**src/rtl/cpu_io_pkg.sv**
```systemverilog
`default_nettype none
// ============================================================================
// Module : cpu_io_pkg
// Brief  : Shared constants for the 6510 on-chip I/O port model.
// Rev    : 1.0  initial release
// ============================================================================
package cpu_io_pkg;

    localparam logic [15:0] ADDR_DDR  = 16'h0000;
    localparam logic [15:0] ADDR_DATA = 16'h0001;

    localparam logic [7:0]  DDR_RST   = 8'h00;
    localparam logic [7:0]  DATA_RST  = 8'h00;

    localparam int PORT_W = 6;

    localparam int PIN_LORAM      = 0;
    localparam int PIN_HIRAM      = 1;
    localparam int PIN_CHAREN     = 2;
    localparam int PIN_CASS_WRT   = 3;
    localparam int PIN_CASS_SENSE = 4;
    localparam int PIN_CASS_MOTOR = 5;

endpackage : cpu_io_pkg
`default_nettype wire

```
**src/rtl/cpu_io_fade.sv**
```systemverilog
`default_nettype none
// ============================================================================
// Module : cpu_io_fade
// Brief  : Float latch plus fade counter for one undriven bit 6/7.
// Rev    : 1.0  initial release
// ============================================================================
module cpu_io_fade #(
    parameter int FADE_CYCLES = 350000,
    parameter int FADE_W      = 20
) (
    input  logic clk,
    input  logic rst,
    input  logic cpu_en,
    input  logic drive,
    input  logic value,
    output logic float_rd
);

    localparam logic [FADE_W-1:0] c_fade_load = FADE_W'(FADE_CYCLES);

    logic              r_float;
    logic [FADE_W-1:0] r_cnt;
    logic              w_float_nxt;
    logic [FADE_W-1:0] w_cnt_nxt;

    // Next state assumes a cpu_en cycle; reads use it so that a read on the
    // cycle the counter expires already sees the faded level.
    always_comb begin
        w_float_nxt = r_float;
        w_cnt_nxt   = r_cnt;
        if (drive) begin
            w_float_nxt = value;
            w_cnt_nxt   = c_fade_load;
        end else if (r_float && (r_cnt != '0)) begin
            w_cnt_nxt = r_cnt - 1'b1;
            if (r_cnt == FADE_W'(1)) begin
                w_float_nxt = 1'b0;
            end
        end
    end

    always_ff @(posedge clk or posedge rst) begin
        if (rst) begin
            r_float <= 1'b0;
            r_cnt   <= '0;
        end else if (cpu_en) begin
            r_float <= w_float_nxt;
            r_cnt   <= w_cnt_nxt;
        end
    end

    assign float_rd = w_float_nxt;

endmodule : cpu_io_fade
`default_nettype wire

```
**src/rtl/cpu_io_port.sv**
```systemverilog
`default_nettype none
// ============================================================================
// Module : cpu_io_port
// Brief  : 6510 on-chip I/O port ($0000 DDR, $0001 DATA) with pull-ups and
//          bit 6/7 fade emulation enabled by CPU_IO_PORT_FADE_EN.
// Rev    : 1.0  initial release
// ============================================================================
module cpu_io_port
    import cpu_io_pkg::*;
#(
    parameter int FADE_CYCLES = 350000,
    parameter int FADE_W      = 20
) (
    input  logic        clk,
    input  logic        rst,
    input  logic        cpu_en,
    input  logic [15:0] A,
    input  logic        R__W,
    input  logic [7:0]  din,
    output logic [7:0]  dout,
    output logic        dout_valid,
    input  logic [5:0]  pin_in,
    output logic [5:0]  pin_out,
    output logic [5:0]  pin_oe,
    output logic        _LORAM,
    output logic        _HIRAM,
    output logic        _CHAREN,
    output logic        CASS_WRT,
    output logic        CASS_MOTOR
);

    logic [7:0] r_ddr;
    logic [7:0] r_data;
    logic [7:0] w_rd_port;
    logic [7:6] w_float_rd;
    logic       w_hit;

    // Address decode only qualifies the access; external RAM still sees writes.
    assign w_hit = (A[15:1] == ADDR_DDR[15:1]);

    always_ff @(posedge clk or posedge rst) begin
        if (rst) begin
            r_ddr  <= DDR_RST;
            r_data <= DATA_RST;
        end else if (cpu_en && w_hit && !R__W) begin
            if (A[0] == ADDR_DATA[0]) begin
                r_data <= din;
            end else begin
                r_ddr <= din;
            end
        end
    end

    always_ff @(posedge clk or posedge rst) begin
        if (rst) begin
            dout       <= 8'h00;
            dout_valid <= 1'b0;
        end else begin
            dout_valid <= cpu_en && w_hit && R__W;
            if (cpu_en && w_hit && R__W) begin
                dout <= (A[0] == ADDR_DATA[0]) ? w_rd_port : r_ddr;
            end
        end
    end

    for (genvar i = 0; i < PORT_W; i++) begin : g_pin
        assign pin_out[i]   = r_ddr[i] ? r_data[i] : 1'b1;
        assign w_rd_port[i] = r_ddr[i] ? r_data[i] : pin_in[i];
    end

`ifdef CPU_IO_PORT_FADE_EN
    for (genvar i = 6; i < 8; i++) begin : g_fade
        cpu_io_fade #(
            .FADE_CYCLES (FADE_CYCLES),
            .FADE_W      (FADE_W)
        ) u_fade (
            .clk      (clk),
            .rst      (rst),
            .cpu_en   (cpu_en),
            .drive    (r_ddr[i]),
            .value    (r_data[i]),
            .float_rd (w_float_rd[i])
        );
    end
`else
    // Without fade the floating bits simply remember the last driven level.
    logic [7:6] r_float;
    for (genvar i = 6; i < 8; i++) begin : g_hold
        always_ff @(posedge clk or posedge rst) begin
            if (rst) begin
                r_float[i] <= 1'b0;
            end else if (cpu_en && r_ddr[i]) begin
                r_float[i] <= r_data[i];
            end
        end
        assign w_float_rd[i] = r_ddr[i] ? r_data[i] : r_float[i];
    end
`endif

    for (genvar i = 6; i < 8; i++) begin : g_rd_hi
        assign w_rd_port[i] = r_ddr[i] ? r_data[i] : w_float_rd[i];
    end

    if ((64'd1 << FADE_W) <= 64'(FADE_CYCLES)) begin : g_fade_w_check
        $error("cpu_io_port: FADE_W too narrow for FADE_CYCLES");
    end

    assign pin_oe     = r_ddr[PORT_W-1:0];
    assign _LORAM     = pin_out[PIN_LORAM];
    assign _HIRAM     = pin_out[PIN_HIRAM];
    assign _CHAREN    = pin_out[PIN_CHAREN];
    assign CASS_WRT   = pin_out[PIN_CASS_WRT];
    assign CASS_MOTOR = pin_out[PIN_CASS_MOTOR];

endmodule : cpu_io_port
`default_nettype wire

```
**config.mk**
```make
export PLATFORM = sky130hd
export DESIGN_NAME = cpu_io_port
export DESIGN_NICKNAME = d
export VERILOG_FILES = /design/src/rtl/cpu_io_pkg.sv /design/src/rtl/cpu_io_fade.sv /design/src/rtl/cpu_io_port.sv
export SDC_FILE = /design/constraint.sdc
export NUM_CORES = 1
export LEC_CHECK = 0
export ABC_AREA = 1
export BUFFER_PORTS_ARGS = -buffer_cell sky130_fd_sc_hd__buf_2
export CELL_PAD_IN_SITES_DETAIL_PLACEMENT = 1
export CELL_PAD_IN_SITES_GLOBAL_PLACEMENT = 1
export CORE_UTILIZATION = 29
export DETAILED_ROUTE_END_ITERATION = 6
export PLACE_DENSITY = 0.75
export SLEW_MARGIN = 10
export SYNTH_ARGS = -nofsm -noshare
export SYNTH_HDL_FRONTEND = slang
export SYNTH_SLANG_ARGS = --single-unit
```
**constraint.sdc**
```tcl
create_clock -name clk -period 1.04 [get_ports clk]
set_clock_uncertainty 0.2 [all_clocks]
set_input_delay 0.104 -clock clk [delete_from_list [all_inputs] [get_ports clk]]
set_output_delay 0.104 -clock clk [all_outputs]
set_load 0.01 [all_outputs]
```
# Word-level counts from Yosys, hierarchy flattened
# Cells that the tools add are included.
dict set report word_totals {
  regBits 27
  inputBits 34
  wordCells 31
}
dict set report classes {
  n_mux 15
  bitwise_logic 1
  n_reduce_logical 9
}
# op count
set op_table {}
lappend op_table {{15-bit logical NOT} 1}
lappend op_table {{1-bit 2-to-1 mux} 14}
lappend op_table {{8-bit 2-to-1 mux} 1}
lappend op_table {{1-bit logical AND} 5}
lappend op_table {{2-bit AND reduction} 2}
lappend op_table {{1-bit logical NOT} 1}
lappend op_table {{1-bit NOT} 1}

# Longest topological paths before layout
# Gate-level depths: netlist of the first run.
dict set report logic_depth {
  depth_word 4
  mapped_depth 9
  ltp_nobuf 9
}

# Worst setup path before layout of the first run
# Ideal clock, no wire load.
dict set report synth_timing {
  path_type {input -> register}
  startpoint {input A[8]}
  endpoint {register dout[3]}
  setup_ps 127
  t_arrival_ps 846
  required_time_ps 713
  setup_slack_ps -134
  cell_stages 7
  path_buffers 1
  cell_sequence {nor2_1 > nand2_1 > nor2_2 > nand3_2 > buf_2 > nand2_1 > o21ai_0}
}
dict set report synth_between {
  elab_chain_cells 3
}
# item line_no
set synth_rtl {}
lappend synth_rtl {{start, declared} cpu_io_port.sv:17} ;# input logic [15:0] A,
lappend synth_rtl {{15-bit logical NOT} cpu_io_port.sv:39} ;# assign w_hit = (A[15:1] == ADDR_DDR[15:1]);
lappend synth_rtl {{1-bit logical AND (2 in a row)} cpu_io_port.sv:60} ;# if (cpu_en && w_hit && R__W) begin
lappend synth_rtl {{end signal, assigned} cpu_io_port.sv:61} ;# dout <= (A[0] == ADDR_DATA[0]) ? w_rd_port : r_ddr;
lappend synth_rtl {{end, declared} cpu_io_port.sv:20} ;# output logic [7:0] dout,
# No other way between the ends.
# A chain may end at the register's enable or synchronous reset.

# Worst setup path after layout of the first run
dict set report layout_timing {
  startpoint {register r_data[5]}
  endpoint {output CASS_MOTOR}
}
dict set report layout_between {
  elab_chain_cells 1
}
# item line_no
set layout_rtl {}
lappend layout_rtl {{start, declared} cpu_io_port.sv:33} ;# logic [7:0] r_data;
lappend layout_rtl {{start signal, assigned} cpu_io_port.sv:47} ;# r_data <= din;
lappend layout_rtl {{1-bit 2-to-1 mux} cpu_io_port.sv:67} ;# assign pin_out[i] = r_ddr[i] ? r_data[i] : 1'b1;
lappend layout_rtl {{end, declared} cpu_io_port.sv:29} ;# output logic CASS_MOTOR
# No other way between the ends.

==> results of run 1 <==
-- power by group --
part | switching, mW | internal, mW
clock network | 0.396 | 0.272
logic | 0.167 | 0.146
registers | 0.000343 | 1.05
total | 0.563 | 1.47
-- state kept, by name, summed over array words and instances, names as in the netlist --
name	count
dout	8
r_data	8
r_ddr	8
r_float	2
dout_valid	1
-- metal layers --
| metal | share of wire, % | vias up | global-route usage, % | wire length [um] |
|---|---|---|---|---|
| li1 | - | 785 | - | - |
| met1 | 36 | 860 | 25.0 | 2460 |
| met2 | 56 | 59 | 42.4 | 3800 |
| met3 | 4.2 | 19 | 3.85 | 285 |
| met4 | 3.5 | 0 | 9.11 | 237 |
| met5 | 0 | - | 0 | 0 |
-- worst min-delay path by stage --
stage / cells after the start / slack, ns / to
floorplan: 1 / -0.04 / dout[0]
global placement: 3 / -0.05 / dout[6]
detailed placement: 3 / -0.04 / dout[2]
CTS: 3 / -0.03 / dout_valid
global route: 5 / 0.001 / dout[4]
finish: 5 / -0.008 / dout[4]
-- kinds of logic after synthesis --
group	count (synthesis)	share of synthesized area, %
compound gates	20	7.96
flops	27	48.8
buf+inv	38	14.2
simple gates	93	29.0
-- metrics by stage --
stage / utilization, % / hold slack (ns) / setup WS [ns] / cell area [um2]
global route: 62.8 / 0.00114 / -0.385 / 2810
CTS: 54.1 / -0.0256 / -0.303 / 2420
finish: 62.8 / -0.00766 / -0.371 / 2810
global placement: 42.3 / -0.0523 / -0.245 / 1890
floorplan: - / -0.0433 / -0.109 / 1450
detailed placement: 42.3 / -0.0446 / -0.300 / 1890
-- cell type report --
type                    count  area (um2)  area share (%)
clock buffers               3        41.3            1.47
clock inverters             1        5.00           0.178
inverters                  22        85.1            3.03
multi-input cells         114         861            30.6
flip-flops and latches     27         682            24.3
well taps                  52        65.1            2.32
repair buffers            125        1070            38.1
-- worst reg2reg max path, delay by kind of cell (launching register included) --
kind	cells	cell delay, ns
AOI/OAI and AO/OA	2	0.20
and+or+nand+nor	1	0.05
DFF	1	0.41
buffers and inverters	3	0.31
-- cell usage in the layout (no fill, tap or decap), types with 5 or more instances in the layout --
cell	count
buf_4	35
o21ai_1	8
nand2_2	21
dfrtp_2	5
nand2_1	34
buf_6	39
nor2_4	11
buf_2	37
inv_1	13
inv_2	8
nand3_4	6
nand2_4	6
dfrtp_1	22
dlygate4sd3_1	9
nand3_2	12
-- repair_timing --
action / CTS / global route
gates resized for setup: 51 / 76
gates cloned: 1 / 1
pin swaps: 20 / 41
setup endpoints to repair: 37 / 52
hold endpoints to repair: 47 / 1
buffers inserted: 20 / 14
==> metrics.txt, run 1 <==
largest net degree at the start of global routing 28; # DRC 4; Post-Syn Instances 178; Fillers 505; Tmin final 1.41 ns; Synth async-reset ratio 100%; Die Ht 71.1 um; CP startpoint r_data[5]; CP Launch Type flop; Slowest cell on crit path dfrtp_1; first-pass GRT wire length 8540 um; total routed wirelength 6780 um; layout cells sized above 1 67.8%; worst path required time 0.74 ns; fin crit share 136%; initial antenna violation count 0; crit path max fanout 2; synth unique cells 18; vias post-DR 1,723; H-tree depth 1; area fraction of the dominant cell type after synthesis 48.8%; cell accounting for the most synthesized area dfrtp_1; main area contributors after synthesis dfrtp_1, nand2_1, nand3_1; Vias/cell 5.01; CTS Buf Count 3; final setup vio count 51; Nets 327; failing checks design-rule violations, negative hold slack, negative setup slack; crit-path cells inv_2 -> nand2_2 -> buf_6 -> buf_6; Worst-Skew Late Latency 0.30 ns; Tightest Hold Check Type primary input to flop; Min-Delay Startpoint pin_in[4]; Tot GR Track Use 22.5%; Top Ports 60; n_diodes 0; maximum clock path buffer count 2; synthesized area per cell 7.77 um2; Pwr Total 2.03 mW; register area share after synthesis 48.8%; WP depth 4; CTS root buf clkbuf_8; CP endpoint CASS_MOTOR; pwr dens 723 mW/mm2; Die Footprint 0.00505 mm2; cts hold-fix bufs 10; final std cells w/o fill 344; critical path's most frequent cell buf_6; endpoint type of the worst setup path primary output; status finished with violations; GRT overflow 0; largest delay contributor family on the critical path flip-flops; antenna-violating nets left 0; measured slew at the worst slew-check pin 0.252 ns; Slew HR 83.2%; reg-to-reg setup timing slack -0.24 ns; Final Max Slew Viols 0; DR iter-0 viols 69; area of the core 0.00447 mm2; most used flip-flop cell after synthesis dfrtp_1; r2r endpoint dout[4]; Min Hold Slack -0.00766 ns; Cells after DPL 297; max_cap viols 0; clock sink count 27; wire per inst 19.7 um; area delta synth->final 103%; input/output buffers 59; Commonest cells post-synth nand2_1, dfrtp_1, inv_1; Final Wtd Congestion 0.772; vias in the first global route 1,747; post-DP HPWL 3020 um; Bufs and invs on worst path 3; number of synthesized flops with an enable pin 0; Reg2Reg Depth 6; FF+latch count, synth 27; Ys Warns 0; RSZ-0062 raised after global routing yes; clk slew on worst S/H paths 0.11 ns; final hold violations 1; LEAKAGE 1.38 nW; effective utilization at floorplan 30.9%; crit path DAT 1.11 ns; Setup CP Type flop to primary output; most numerous cell in the Yosys netlist nand2_1; maximum VDD drop 0.000456 V; chip width 71.1 um; syn_nets 212; Fin Setup TNS -7.67 ns; CTS tree yes; Achievable Freq 709 MHz; Worst Slack Setup Final -0.371 ns; reg-to-reg startpoint r_data[4]; Initial DRT Pass Iterations 7; row count 24; Cell Area, Synth 0.00138 mm2; delay of the slowest critical-path stage 0.44 ns
Note: power is estimated with default switching activity, not from simulation.
==> run 2: changes to the inputs <==
--- a/config.mk
+++ b/config.mk
@@ -11,7 +11,9 @@
 export CELL_PAD_IN_SITES_GLOBAL_PLACEMENT = 1
 export CORE_UTILIZATION = 29
 export DETAILED_ROUTE_END_ITERATION = 6
+export GPL_TIMING_DRIVEN = 0
 export PLACE_DENSITY = 0.75
+export SETUP_SLACK_MARGIN = 0.05
 export SLEW_MARGIN = 10
 export SYNTH_ARGS = -nofsm -noshare
 export SYNTH_HDL_FRONTEND = slang
==> metrics.txt, run 2 (synthesized netlist as in run 1, its figures left out) <==
initial antenna violation count 0; # DRC 4; CP Launch Type flop; vias post-DR 1,628; most frequent cells in the layout buf_6, buf_2, nand2_2, nand2_1, buf_4; Min Hold Slack -0.317 ns; max_cap viols 0; Vias/cell 4.79; antenna-violating nets left 0; area of the core 0.00447 mm2; Slew HR 59.2%; worst path required time 0.74 ns; chip width 71.1 um; RSZ-0062 raised after global routing yes; cts hold-fix bufs 8; effective utilization at floorplan 30.9%; Worst Slack Setup Final -0.342 ns; Initial DRT Pass Iterations 6; endpoint type of the worst setup path primary output; Worst-Skew Late Latency 0.28 ns; largest net degree at the start of global routing 28; final hold violations 29; first-pass GRT wire length 8270 um; final setup vio count 51; Die Footprint 0.00505 mm2; layout cells sized above 1 69.8%; area delta synth->final 103%; pwr dens 702 mW/mm2; Final Wtd Congestion 0.699; DR iter-0 viols 50; GRT overflow 0; post-route cell area 0.00281 mm2; H-tree depth 1; Largest regs dout x8, r_data x8, r_ddr x8; Achievable Freq 724 MHz; row count 24; post-DP HPWL 2860 um; failing checks design-rule violations, negative hold slack, negative setup slack; wire per inst 18.5 um; measured slew at the worst slew-check pin 0.610 ns; clk slew on worst S/H paths 0.11 ns; n_diodes 0; most common cell after layout, fill and taps aside buf_6; CTS Buf Count 3; Setup CP Type flop to primary output; Final Max Slew Viols 0; Top Ports 60; maximum VDD drop 0.000511 V; CTS tree yes; clock sink count 27; CTS root buf clkbuf_8; Die Ht 71.1 um; Fillers 507; maximum clock path buffer count 2; crit path DAT 1.08 ns; Cell Area, Placed 0.00180 mm2; Tightest Hold Check Type primary input to asynchronous set/reset pin; input/output buffers 58; fin crit share 133%; LEAKAGE 1.39 nW; vias in the first global route 1,676; Pwr Total 1.97 mW; total routed wirelength 6300 um; Nets 323; Tot GR Track Use 21.6%; status finished with violations; Tmin final 1.38 ns; crit path max fanout 3
[run 2: changes by cell type in the layout (fill, tap and decap cells not counted), moves of 3 or more]
cell and delta:
buf_2 -3, buf_4 -9, buf_6 +9, inv_1 +4, inv_2 -4, nand2_1 -6
nand2_2 +9, nand2_4 -3, nand3_4 -3, o21ai_1 -4, o21ai_2 +4
[run 2: metal layers]
metal | part of all wire (%) | GRT usage, % | wire length, um | up-vias
met5 | 0 | 0 | 0 | -
met1 | 43 | 25.2 | 2680 | 800
met2 | 54 | 41.2 | 3380 | 37
li1 | - | - | - | 783
met4 | 1.6 | 6.22 | 103 | 0
met3 | 2.2 | 2.56 | 137 | 8
[run 2: critical path: stages (launching register included)]
cell     delay, ns
dfrtp_1       0.41
inv_1         0.07
nand2_2       0.08
buf_6         0.13
buf_6         0.11
[run 2: cell type report]
cell class,instances,area [um2],share of cell area (%)
Tap cell,52,65.1,2.32
Sequential cell,27,679,24.2
Inverter,22,86.3,3.08
Timing Repair Buffer,106,906,32.3
Clock inverter,1,5.00,0.178
Multi-Input combinational cell,113,852,30.4
Buffer,16,170,6.07
Clock buffer,3,41.3,1.47
[run 2: final timing paths]
path / startpoint / end / slack [ns] / depth (start not counted)
setup / recovery: r_data[1] / pin_out[1] / -0.34 / 4
hold / removal: rst / r_data[0] / -0.32 / 2
setup reg to reg: r_data[0] / dout[0] / -0.18 / 5
hold reg to reg: r_data[7] / r_data[7] / 0.31 / 2
max in group asynchronous: rst / r_ddr[7] / 0.58 / 2
min in group clk: cpu_en / r_float[6] / -0.05 / 3
[run 2: repair_timing]
action | 4_1_cts | 5_1_grt
resized for setup | 71 | 62
setup endpoints to repair | 77 | 52
setup buffers | 27 | 11
pin swaps | 36 | 27
hold endpoints to repair | 47 | 29
gates cloned | 1 | 1
[run 2: report_power, final]
group | internal (mW) | switching, mW | leakage (nW) | total (mW)
Clock | 0.270 | 0.370 | 0.0255 | 0.639
Sequential | 1.05 | 0.000307 | 0.367 | 1.05
Combinational | 0.126 | 0.156 | 1.00 | 0.281
[run 2: metrics by stage]
step	setup TNS, ns	std cells	setup WS [ns]	util (%)
after detailed placement	-17.38	288	-0.545	40.3
after floorplan	-1.70	178	-0.109	-
after CTS	-5.21	328	-0.285	55.0
after global routing	-10.25	340	-0.371	62.7
after global placement	-16.10	288	-0.465	40.3
final	-8.35	340	-0.342	62.7
==> run 3: changes to the inputs <==
--- a/config.mk
+++ b/config.mk
@@ -10,9 +10,11 @@
 export CELL_PAD_IN_SITES_DETAIL_PLACEMENT = 1
 export CELL_PAD_IN_SITES_GLOBAL_PLACEMENT = 1
 export CORE_UTILIZATION = 29
+export CTS_CLUSTER_SIZE = 16
 export DETAILED_ROUTE_END_ITERATION = 6
 export GPL_TIMING_DRIVEN = 0
 export PLACE_DENSITY = 0.75
+export REMOVE_ABC_BUFFERS = 1
 export SETUP_SLACK_MARGIN = 0.05
 export SLEW_MARGIN = 10
 export SYNTH_ARGS = -nofsm -noshare
==> metrics.txt, run 3 (synthesized netlist as in run 1, its figures left out) <==
Final Max Slew Viols 0; reg-to-reg startpoint r_data[0]; Tightest Hold Check Type primary input to asynchronous set/reset pin; area delta synth->final 83.8%; largest delay contributor family on the critical path flip-flops; Fillers 527; reg-to-reg setup timing slack -0.18 ns; Die Footprint 0.00505 mm2; delay of the slowest critical-path stage 0.41 ns; vias in the first global route 1,627; first-pass GRT wire length 7880 um; Top Ports 60; Largest regs dout x8, r_data x8, r_ddr x8; Bufs and invs on worst path 2; crit path max fanout 3; LEAKAGE 1.25 nW; most common cell after layout, fill and taps aside buf_2; Initial DRT Pass Iterations 7; row count 24; post-DP HPWL 2550 um; n_diodes 0; clk slew on worst S/H paths 0.10 ns; Cells after DPL 273; # DRC 5; area of the core 0.00447 mm2; maximum VDD drop 0.000439 V; Worst Slack Setup Final -0.260 ns; Worst-Skew Late Latency 0.28 ns; max_cap viols 0; final hold violations 39; measured slew at the worst slew-check pin 0.631 ns; failing checks design-rule violations, negative hold slack, negative setup slack; effective utilization at floorplan 30.9%; wire per inst 17.2 um; total routed wirelength 5550 um; CTS root buf clkbuf_8; Slowest cell on crit path dfrtp_1; Achievable Freq 769 MHz; Slew HR 57.9%; pwr dens 766 mW/mm2; met2 GRT Util 39.4%; crit-path cells inv_1 -> nand2_2 -> buf_6; antenna-violating nets left 0; input/output buffers 59; CP Launch Type flop; Final Wtd Congestion 0.696; Tmin final 1.30 ns; Vias/cell 4.90; Tot GR Track Use 20.8%; largest net degree at the start of global routing 28; GRT overflow 0; DR iter-0 viols 50; clock sink count 27; Reg2Reg Depth 5; Nets 306; GRT Max-Usage Layer met2; met3 usage 3.56%; M1 GR Usage 23.0%; Die Ht 71.1 um; layout cells sized above 1 62.7%; RSZ-0062 raised after global routing yes; endpoint type of the worst setup path primary output; r2r endpoint dout[0]; crit path DAT 1.00 ns; most frequent cells in the layout buf_2, buf_6, nand2_1, dfrtp_1, nand2_2; status finished with violations; Setup CP Type flop to primary output; worst path required time 0.74 ns; final setup vio count 49; Min Hold Slack -0.317 ns; final std cells w/o fill 323; CTS Buf Count 3; cts hold-fix bufs 8; initial antenna violation count 0; CTS tree yes; H-tree depth 1; vias post-DR 1,584; chip width 71.1 um; maximum clock path buffer count 2; fin crit share 125%
-- run 3: cell count changes in the layout (fill, tap and decap cells not counted), sizes merged --
cell,delta
buf,-15
inv,-1
clkinvlp,+1
clkbuf,-2
clkinv,-1
nand3,+1
-- run 3: worst register-to-register path, cell delays in order (launching register included) --
cell and delay [ns]:
dfrtp_1 0.42, inv_2 0.09, nand2_4 0.06, buf_4 0.14, o22ai_2 0.13, o21ai_1 0.07
-- run 3: worst max path at each step --
stage              start          to  cells after the start
6_report       r_data[2]     _CHAREN                      3
5_1_grt        r_data[5]  CASS_MOTOR                      3
4_1_cts        r_data[5]  CASS_MOTOR                      3
3_5_place_dp        A[0]    r_ddr[5]                      5
3_3_place_gp        A[0]    r_ddr[7]                      5
2_1_floorplan   r_ddr[0]     dout[0]                      3
-- run 3: cell type report --
class / instances / area (um2) / share of cell area, %
timing repair buffer: 104 / 873 / 34.3
multi-input combinational: 114 / 792 / 31.1
sequential: 27 / 678 / 26.7
inverter: 22 / 90.1 / 3.54
tap: 52 / 65.1 / 2.56
clock buffer: 4 / 45.0 / 1.77
-- run 3: what timing repair did --
item                                    4_1_cts  5_1_grt
gates cloned                                  2        0
pin swaps                                    27       31
endpoints found under the hold margin        46       37
endpoints found under the setup margin       77       52
setup buffers                                28       12
resized for setup                            58       72
-- run 3: power breakdown --
group / internal (mW) / switching (mW) / total (mW)
logic: 0.131 / 0.137 / 0.268
registers: 1.05 / 0.000304 / 1.05
clock network: 0.276 / 0.355 / 0.631
-- run 3: metal layers --
metal,part of all wire (%),routed length [um]
met4,1.1,59
met3,3.1,173
met2,56,3100
met1,40,2220
met5,0,0
-- run 3: metrics by stage --
step / area [um2] / total power, mW / TNS, ns / setup WS, ns / util [%]
5_1_grt: 2540 / 2.02 / -8.44 / -0.309 / 56.9
3_3_place_gp: 1630 / 1.22 / -21.08 / -0.846 / 36.4
2_1_floorplan: 1270 / 1.12 / -2.74 / -0.129 / -
4_1_cts: 2220 / 1.90 / -4.44 / -0.207 / 49.7
6_report: 2540 / 1.95 / -6.27 / -0.260 / 56.9
3_5_place_dp: 1630 / 1.22 / -21.33 / -0.871 / 36.4
